<file path="config.mk">
export PLATFORM = sky130hd
export DESIGN_NAME = mul_share_arbiter_flat
export DESIGN_NICKNAME = d
export VERILOG_FILES = /design/src/rtl/mul_share_arbiter_if.sv /design/src/rtl/mul_share_arbiter.sv /design/src/flat_wrapper.sv
export SDC_FILE = /design/constraint.sdc
export NUM_CORES = 1
export LEC_CHECK = 0
export BUFFER_PORTS_ARGS = -buffer_cell sky130_fd_sc_hd__buf_2
export CAP_MARGIN = 20
export CORE_AREA = 2 2 129 131
export DETAILED_ROUTE_END_ITERATION = 6
export DIE_AREA = 0 0 131 133
export HOLD_SLACK_MARGIN = 0.03
export PLACE_DENSITY = 0.74
export SETUP_SLACK_MARGIN = 0.1
export SYNTH_ARGS = -nofsm -noshare
export SYNTH_HDL_FRONTEND = slang
export SYNTH_SLANG_ARGS = --single-unit
</file>
<file path="constraint.sdc">
create_clock -name clk -period 6.9 [get_ports clk]
set_input_delay 0.345 -clock clk [delete_from_list [all_inputs] [get_ports clk]]
set_output_delay 0.345 -clock clk [all_outputs]
set_load 0.01 [all_outputs]
</file>
<file path="src/rtl/mul_share_arbiter_if.sv">
// Bundle of requester-side and multiplier-side signals for mul_share_arbiter.
// The slave modport is the arbiter's view; master is the environment's view.
interface mul_share_arbiter_if #(
    parameter int unsigned parallelism = 32,
    parameter int unsigned NREQ        = 2
);
    logic [NREQ-1:0]             req_valid;
    logic [NREQ-1:0]             req_ready;
    logic [NREQ-1:0]             req_usigned;
    logic [NREQ*parallelism-1:0] req_multiplicand;
    logic [NREQ*parallelism-1:0] req_multiplier;
    logic [NREQ-1:0]             resp_valid;
    logic [NREQ-1:0]             resp_ready;
    logic [2*parallelism-1:0]    resp_product;
    logic                        mul_valid;
    logic                        mul_usigned;
    logic [parallelism-1:0]      mul_multiplicand;
    logic [parallelism-1:0]      mul_multiplier;
    logic [2*parallelism-1:0]    mul_product;
    logic                        mul_res_ready;

    modport slave (
        input  req_valid, req_usigned, req_multiplicand, req_multiplier,
        input  resp_ready, mul_product, mul_res_ready,
        output req_ready, resp_valid, resp_product,
        output mul_valid, mul_usigned, mul_multiplicand, mul_multiplier
    );

    modport master (
        output req_valid, req_usigned, req_multiplicand, req_multiplier,
        output resp_ready, mul_product, mul_res_ready,
        input  req_ready, resp_valid, resp_product,
        input  mul_valid, mul_usigned, mul_multiplicand, mul_multiplier
    );
endinterface

</file>
<file path="src/rtl/mul_share_arbiter.sv">
// Round-robin arbiter sharing one multiplier among NREQ requesters; one job
// in flight at a time, product returned to the granted requester.
module mul_share_arbiter #(
    parameter int unsigned parallelism = 32,
    parameter int unsigned NREQ        = 2
) (
    input  logic                clk,
    input  logic                rst,
    mul_share_arbiter_if.slave  bus,
    output logic                busy
);
    localparam int unsigned IDX_W = $clog2(NREQ);

    typedef enum logic [1:0] {IDLE, ISSUE, BUSY, RESP} state_t;

    state_t                   state;
    logic [IDX_W-1:0]         last;
    logic [IDX_W-1:0]         gnt_q;
    logic [IDX_W-1:0]         gnt;
    logic [IDX_W-1:0]         cand;
    logic                     gnt_found;
    int unsigned              idx;
    logic                     res_q;
    logic                     done;
    logic [NREQ-1:0]          req_ready_c;
    logic [NREQ-1:0]          resp_valid_q;
    logic                     mul_valid_q;
    logic                     usigned_q;
    logic [parallelism-1:0]   mcand_q;
    logic [parallelism-1:0]   mplier_q;
    logic [2*parallelism-1:0] prod_q;

    // Search starts one past the last winner so every requester gets a turn.
    always_comb begin
        gnt       = '0;
        gnt_found = 1'b0;
        idx       = 0;
        cand      = '0;
        for (int unsigned k = 1; k <= NREQ; k++) begin
            idx  = (32'(last) + k) % NREQ;
            cand = IDX_W'(idx);
            if (!gnt_found && bus.req_valid[cand]) begin
                gnt       = cand;
                gnt_found = 1'b1;
            end
        end
    end

    always_comb begin
        req_ready_c = '0;
        if (state == IDLE && gnt_found)
            req_ready_c[gnt] = 1'b1;
    end

    // Only a fresh rising edge counts, so a level left high by the previous job is ignored.
    assign done = bus.mul_res_ready && !res_q;

    always_ff @(posedge clk or posedge rst) begin
        if (rst) begin
            state        <= IDLE;
            last         <= IDX_W'(NREQ - 1);
            gnt_q        <= '0;
            res_q        <= 1'b0;
            resp_valid_q <= '0;
            mul_valid_q  <= 1'b0;
            usigned_q    <= 1'b0;
            mcand_q      <= '0;
            mplier_q     <= '0;
            prod_q       <= '0;
        end else begin
            res_q <= bus.mul_res_ready;
            case (state)
                IDLE: begin
                    if (gnt_found) begin
                        gnt_q       <= gnt;
                        last        <= gnt;
                        usigned_q   <= bus.req_usigned[gnt];
                        mcand_q     <= bus.req_multiplicand[gnt*parallelism +: parallelism];
                        mplier_q    <= bus.req_multiplier[gnt*parallelism +: parallelism];
                        mul_valid_q <= 1'b1;
                        state       <= ISSUE;
                    end
                end
                ISSUE: begin
                    mul_valid_q <= 1'b0;
                    state       <= BUSY;
                end
                BUSY: begin
                    if (done) begin
                        prod_q              <= bus.mul_product;
                        resp_valid_q[gnt_q] <= 1'b1;
                        state               <= RESP;
                    end
                end
                RESP: begin
                    if (bus.resp_ready[gnt_q]) begin
                        resp_valid_q <= '0;
                        state        <= IDLE;
                    end
                end
                default: state <= IDLE;
            endcase
        end
    end

    assign bus.req_ready        = req_ready_c;
    assign bus.resp_valid       = resp_valid_q;
    assign bus.resp_product     = prod_q;
    assign bus.mul_valid        = mul_valid_q;
    assign bus.mul_usigned      = usigned_q;
    assign bus.mul_multiplicand = mcand_q;
    assign bus.mul_multiplier   = mplier_q;
    assign busy                 = (state != IDLE);
endmodule

</file>
<file path="src/flat_wrapper.sv">
// flat-port wrapper written by rule: the top's interface ports become plain ports
module mul_share_arbiter_flat 
#(
    parameter int unsigned parallelism = 32,
    parameter int unsigned NREQ        = 2
)
  (clk, rst, busy, bus_req_valid, bus_req_usigned, bus_req_multiplicand, bus_req_multiplier, bus_resp_ready, bus_mul_product, bus_mul_res_ready, bus_req_ready, bus_resp_valid, bus_resp_product, bus_mul_valid, bus_mul_usigned, bus_mul_multiplicand, bus_mul_multiplier);
  mul_share_arbiter_if #(.parallelism(parallelism), .NREQ(NREQ)) bus_i ();
  input  logic clk;
  input  logic rst;
  output logic busy;
  input wire logic [$bits(bus_i.req_valid)-1:0] bus_req_valid;
  input wire logic [$bits(bus_i.req_usigned)-1:0] bus_req_usigned;
  input wire logic [$bits(bus_i.req_multiplicand)-1:0] bus_req_multiplicand;
  input wire logic [$bits(bus_i.req_multiplier)-1:0] bus_req_multiplier;
  input wire logic [$bits(bus_i.resp_ready)-1:0] bus_resp_ready;
  input wire logic [$bits(bus_i.mul_product)-1:0] bus_mul_product;
  input wire logic [$bits(bus_i.mul_res_ready)-1:0] bus_mul_res_ready;
  output wire logic [$bits(bus_i.req_ready)-1:0] bus_req_ready;
  output wire logic [$bits(bus_i.resp_valid)-1:0] bus_resp_valid;
  output wire logic [$bits(bus_i.resp_product)-1:0] bus_resp_product;
  output wire logic [$bits(bus_i.mul_valid)-1:0] bus_mul_valid;
  output wire logic [$bits(bus_i.mul_usigned)-1:0] bus_mul_usigned;
  output wire logic [$bits(bus_i.mul_multiplicand)-1:0] bus_mul_multiplicand;
  output wire logic [$bits(bus_i.mul_multiplier)-1:0] bus_mul_multiplier;
  assign bus_i.req_valid = bus_req_valid;
  assign bus_i.req_usigned = bus_req_usigned;
  assign bus_i.req_multiplicand = bus_req_multiplicand;
  assign bus_i.req_multiplier = bus_req_multiplier;
  assign bus_i.resp_ready = bus_resp_ready;
  assign bus_i.mul_product = bus_mul_product;
  assign bus_i.mul_res_ready = bus_mul_res_ready;
  assign bus_req_ready = bus_i.req_ready;
  assign bus_resp_valid = bus_i.resp_valid;
  assign bus_resp_product = bus_i.resp_product;
  assign bus_mul_valid = bus_i.mul_valid;
  assign bus_mul_usigned = bus_i.mul_usigned;
  assign bus_mul_multiplicand = bus_i.mul_multiplicand;
  assign bus_mul_multiplier = bus_i.mul_multiplier;
  mul_share_arbiter #(.parallelism(parallelism), .NREQ(NREQ)) u_core (.clk(clk), .rst(rst), .bus(bus_i), .busy(busy));
endmodule
</file>
* After elaboration in Yosys (flattened, before gate mapping)
Index checks and enable logic that the tools add are counted.
W data, S select, Z words.
** Operators by class
- $lt $le $gt $ge :: 6
- Div/mod/pow operators :: 0
- Eq/ne operators :: 6
- $mul :: 0
- Add/sub/neg operators :: 2
- Shift operators :: 2
- Multiplexer cells :: 25
- Reduce and logical (&&, ||, !) cells :: 16
- Bitwise operators :: 1
** Operator list (number)
- $shiftx A64 B7 Y32 :: 2
- $mux W1 :: 15
- $mux W2 :: 5
- $lt A1 B2 Y1 const B :: 4
- $pmux W2 S4 :: 1
- $ne A2 B1 Y1 const B :: 3
- $reduce_and A2 Y1 :: 3
- $reduce_and A3 Y1 :: 2
- $reduce_bool A2 Y1 :: 3
- $logic_and A1 B1 Y1 :: 5
- $eq A2 B2 Y1 const B :: 2
- $pmux W2 S2 :: 1
- $add A1 B1 Y1 const B :: 2
- $demux W1 S1 :: 2
- $eq A2 B1 Y1 const B :: 1
- $ge A1 B1 Y1 const B :: 2
- $logic_not A1 Y1 :: 2
- $logic_not A2 Y1 :: 1
- $or A2 B2 Y2 :: 1
- $pmux W1 S2 :: 1
** Word-level totals
- Word-level logic and storage cells :: 68
- Latch bits :: 0
- Bits in registers :: 137
- Memories kept :: 0
- Input bits :: 201
- Output and inout bits :: 135
- Memory bits (writable) :: 0
- Bits in read-only memories :: 0

* Longest topological paths before layout
- Word-level depth :: 12
- Gate-level depth with buffers :: 7
- Depth with buffers taken out :: 5

* Worst setup path after synthesis
No wires, ideal clock.
- Kind :: register to output
- Start :: register u_core.state[0]
- End :: output port bus_req_ready[0]
- Cell stages (with the launch flop) :: 7
- Path buffers :: 2
- Setup slack :: 5157 ps
- Arrival time :: 1398 ps
- Cells stage by stage :: dfrtp_1 > inv_1 > ha_1 > and2_1 > buf_2 > clkbuf_1 > and2_1
** On the way
- Longest elaborated chain between the ends :: 3
** RTL lines
- from (decl) :: line mul_share_arbiter.sv:16 : state_t state;
- from (signal assigned) :: line mul_share_arbiter.sv:60 : state <= IDLE;
- from (signal assigned) :: line mul_share_arbiter.sv:81 : state <= ISSUE;
- from (signal assigned) :: line mul_share_arbiter.sv:86 : state <= BUSY;
- $logic_not A2 Y1 :: line mul_share_arbiter.sv:51 : if (state == IDLE && gnt_found)
- $logic_and A1 B1 Y1 :: line mul_share_arbiter.sv:51
- $mux W2 :: line mul_share_arbiter.sv:51
- to (decl) :: line flat_wrapper.sv:19 : output wire logic [$bits(bus_i.req_ready)-1:0] bus_req_ready;
No other way between the ends.

* Worst setup path after layout
- Start :: register u_core.state[0]
- End :: output port bus_req_ready[1]
The elaborated chain is that of the path after synthesis.

==> results.md <==
- Design Power: approximately 0.0038 W
- Vias: approximately 4.7k
- DIE WIDTH: roughly 130 um
- Drc violations: 0
- First-pass GRT wire length: between 20000 and 25000 um
- Reg clk slew, reported paths: 0.06 ns
- Post-DP Area: between 0.007 and 0.008 mm2
- I/O pins: around 340
- Syn avg cell area: between 10 and 15 um2
- Warnings from Yosys: 0
- Asr flop ratio synth: between 90% and 100%
- Post-Syn Instances: 400
- CTS buffer count: 17
- Die area: between 0.015 and 0.02 mm2
- Setup TNS: 0 ns
- Setup bufs post-CTS: 0
- Pin count of the biggest net entering global routing: 90
- Final min period: ~3.0 ns
- Top-area cell type share of the netlist area: 60.5%
- Final Hold Fails: 0
- Total track usage: between 10% and 20%
- Post-CTS Resized: 0
- Iter 0 DRT Violations: between 200 and 250
- Nets: roughly 930
- PortBufs: around 340
- Count leader, synth: dfrtp_1
- P_leak: ~4.4 nW
- Routed Antenna Nets: 0
- Antenna violations before repair: 1
- Critical Path AT: ~2.7 ns
- Synth top cells by count: dfrtp_1, a221o_1, and3_1
- Max Freq: around 330 MHz
- Drt total wl: about 16000 um
- Post-Syn Area: 0.00562 mm2
- Yosys cell types: 24
- Drt via density: approximately 4.9
- Net Count, Synth: 606
- Measured slew at the worst slew-check pin: around 1.0 ns
- CTS root buf: clkbuf_16
- # diodes: 0
- Starting density of the core: 34.8%
- Slew HR: 31.2%
- Max-capacitance violation count: 0
- Final setup viols: 0
- CP max FO: between 40 and 50
- Seq/Total Area, Yosys: 61.0%
- Die H: around 130 um
- Vias in the first global route: 4636
- Ys flop type: dfrtp_1
- Worst-Skew Late Latency: between 0.4 and 0.5 ns
- WL/cell: about 17 um
- CP endpoint kind: output pin
- Seq cells post-synth: ~140
- Hold_buf cts: 0
- Core box area: 0.0162 mm2
- CTS sink cnt: ~140
- Fin util: about half
- Clock Skew: ~0.0074 ns
- Hold WS: a little under 0.09 ns
- Layout cells sized above 1: a little under three fifths
- DP HPWL: 11800 um
- RSZ-0062 raised after global routing: no
- Crit Path Class: reg -> out
- Area leader, netlist: dfrtp_1
- H-tree depth: 4
- Largest cells by area after synthesis: dfrtp_1, a221o_1, mux2_2, and3_1, mux2_1
- Status: complete, no violations
- Max-slew violation count: 0
- CTS tree: done
- Critical path required time: 6.55 ns
- Site Rows: 47
- Final GP Congestion: roughly 0.81
- VDD IR max: 0.163 mV
- GRT overflow: 0
- Maximum clock insertion buffer count: 2
- Worst Setup Start Kind: flop
- Pwr/cell area: between 400 and 500 mW/mm2
- 1st-pass router iterations: 4
- Tcrit/Tclk final: 43.9%
- Area added between synthesis and finish: 44.4%
- Worst hold path type: in -> async
- Post-synth EDFFs: 0
- Finished layout cell area: 0.00812 mm2
[cell type report]
| type | instances | area (um2) |
|---|---|---|
| multi-input combinational | 223 | 2040 |
| fill | 1437 | 8060 |
| sequential | 137 | 3430 |
| timing repair buffer | 339 | 1710 |
| inverter | 5 | 23.8 |
| tap | 220 | 275 |
| clock buffer | 17 | 425 |
| clock inverter | 15 | 214 |
[flip-flops by register name, indices dropped and copies added, names as in the netlist]
signal / flops
u_core.res_q: 1
u_core.bus.mul_valid: 1
u_core.bus.mul_multiplicand: 32
u_core.gnt_q: 1
u_core.bus.resp_valid: 2
u_core.bus.mul_multiplier: 32
u_core.state: 2
u_core.bus.resp_product: 64
u_core.bus.mul_usigned: 1
u_core.last: 1
[logic make-up after synthesis]
kind of cell / count (synthesis) / synth area share [%]
simple gates: 75 / 8.26
flops: 137 / 61.0
buf+inv: 40 / 3.07
compound gates: 76 / 13.2
fa+ha+maj: 5 / 1.11
mux: 67 / 13.4
[path summary, 6_finish.rpt]
path | cells past startpoint | start | endpoint | slack [ns]
setup / recovery | 6 | u_core.state[0] | bus_req_ready[1] | 3.87
max in group asynchronous | 3 | rst | u_core.bus.resp_product[7] | 5.72
setup reg to reg | 6 | u_core.state[0] | u_core.bus.mul_multiplier[18] | 4.54
min in group clk | 1 | bus_mul_res_ready | u_core.res_q | 0.09
hold / removal | 2 | rst | u_core.bus.resp_valid[1] | 0.09
hold reg to reg | 1 | u_core.bus.resp_product[41] | u_core.bus.resp_product[41] | 0.48
[metal layers]
metal / routed length (um) / global-route usage (%) / up-vias
li1: - / - / 2192
met1: 6500 / 21.6 / 2260
met2: 8020 / 30.6 / 246
met3: 1530 / 6.71 / 16
met4: 220 / 5.73 / 2
met5: 13 / 0 / -
[critical path: stages (launching register included)]
cell	delay, ns
dfrtp_1	0.40
inv_1	0.12
ha_1	0.30
nand2_1	0.13
a21oi_4	0.52
buf_4	0.54
buf_2	0.23
[per-stage QoR]
step | setup slack, ns | instances
global placement | 4.33 | 924
CTS | 3.80 | 956
floorplan | 2.89 | 400
global route | 3.67 | 956
detailed placement | 4.26 | 924
finish | 3.87 | 956
[where the power goes]
part	internal (W)	total, W	switching (W)
registers	0.00120	0.00142	0.000217
clock network	0.000614	0.000986	0.000372
logic	0.000698	0.00140	0.000704
[cell usage in the layout, fill, tap and decap left out, types with 4 or more instances in the layout]
cell type and n:
a221o_1 65, and3_1 65, inv_1 4, ha_1 5
mux2_1 25, clkinv_4 4, buf_4 4, bufinv_16 4
inv_6 5, clkbuf_16 17, a22o_1 4, mux2_2 40
buf_2 335, dfrtp_1 136
(Power assumes the default switching activity.)
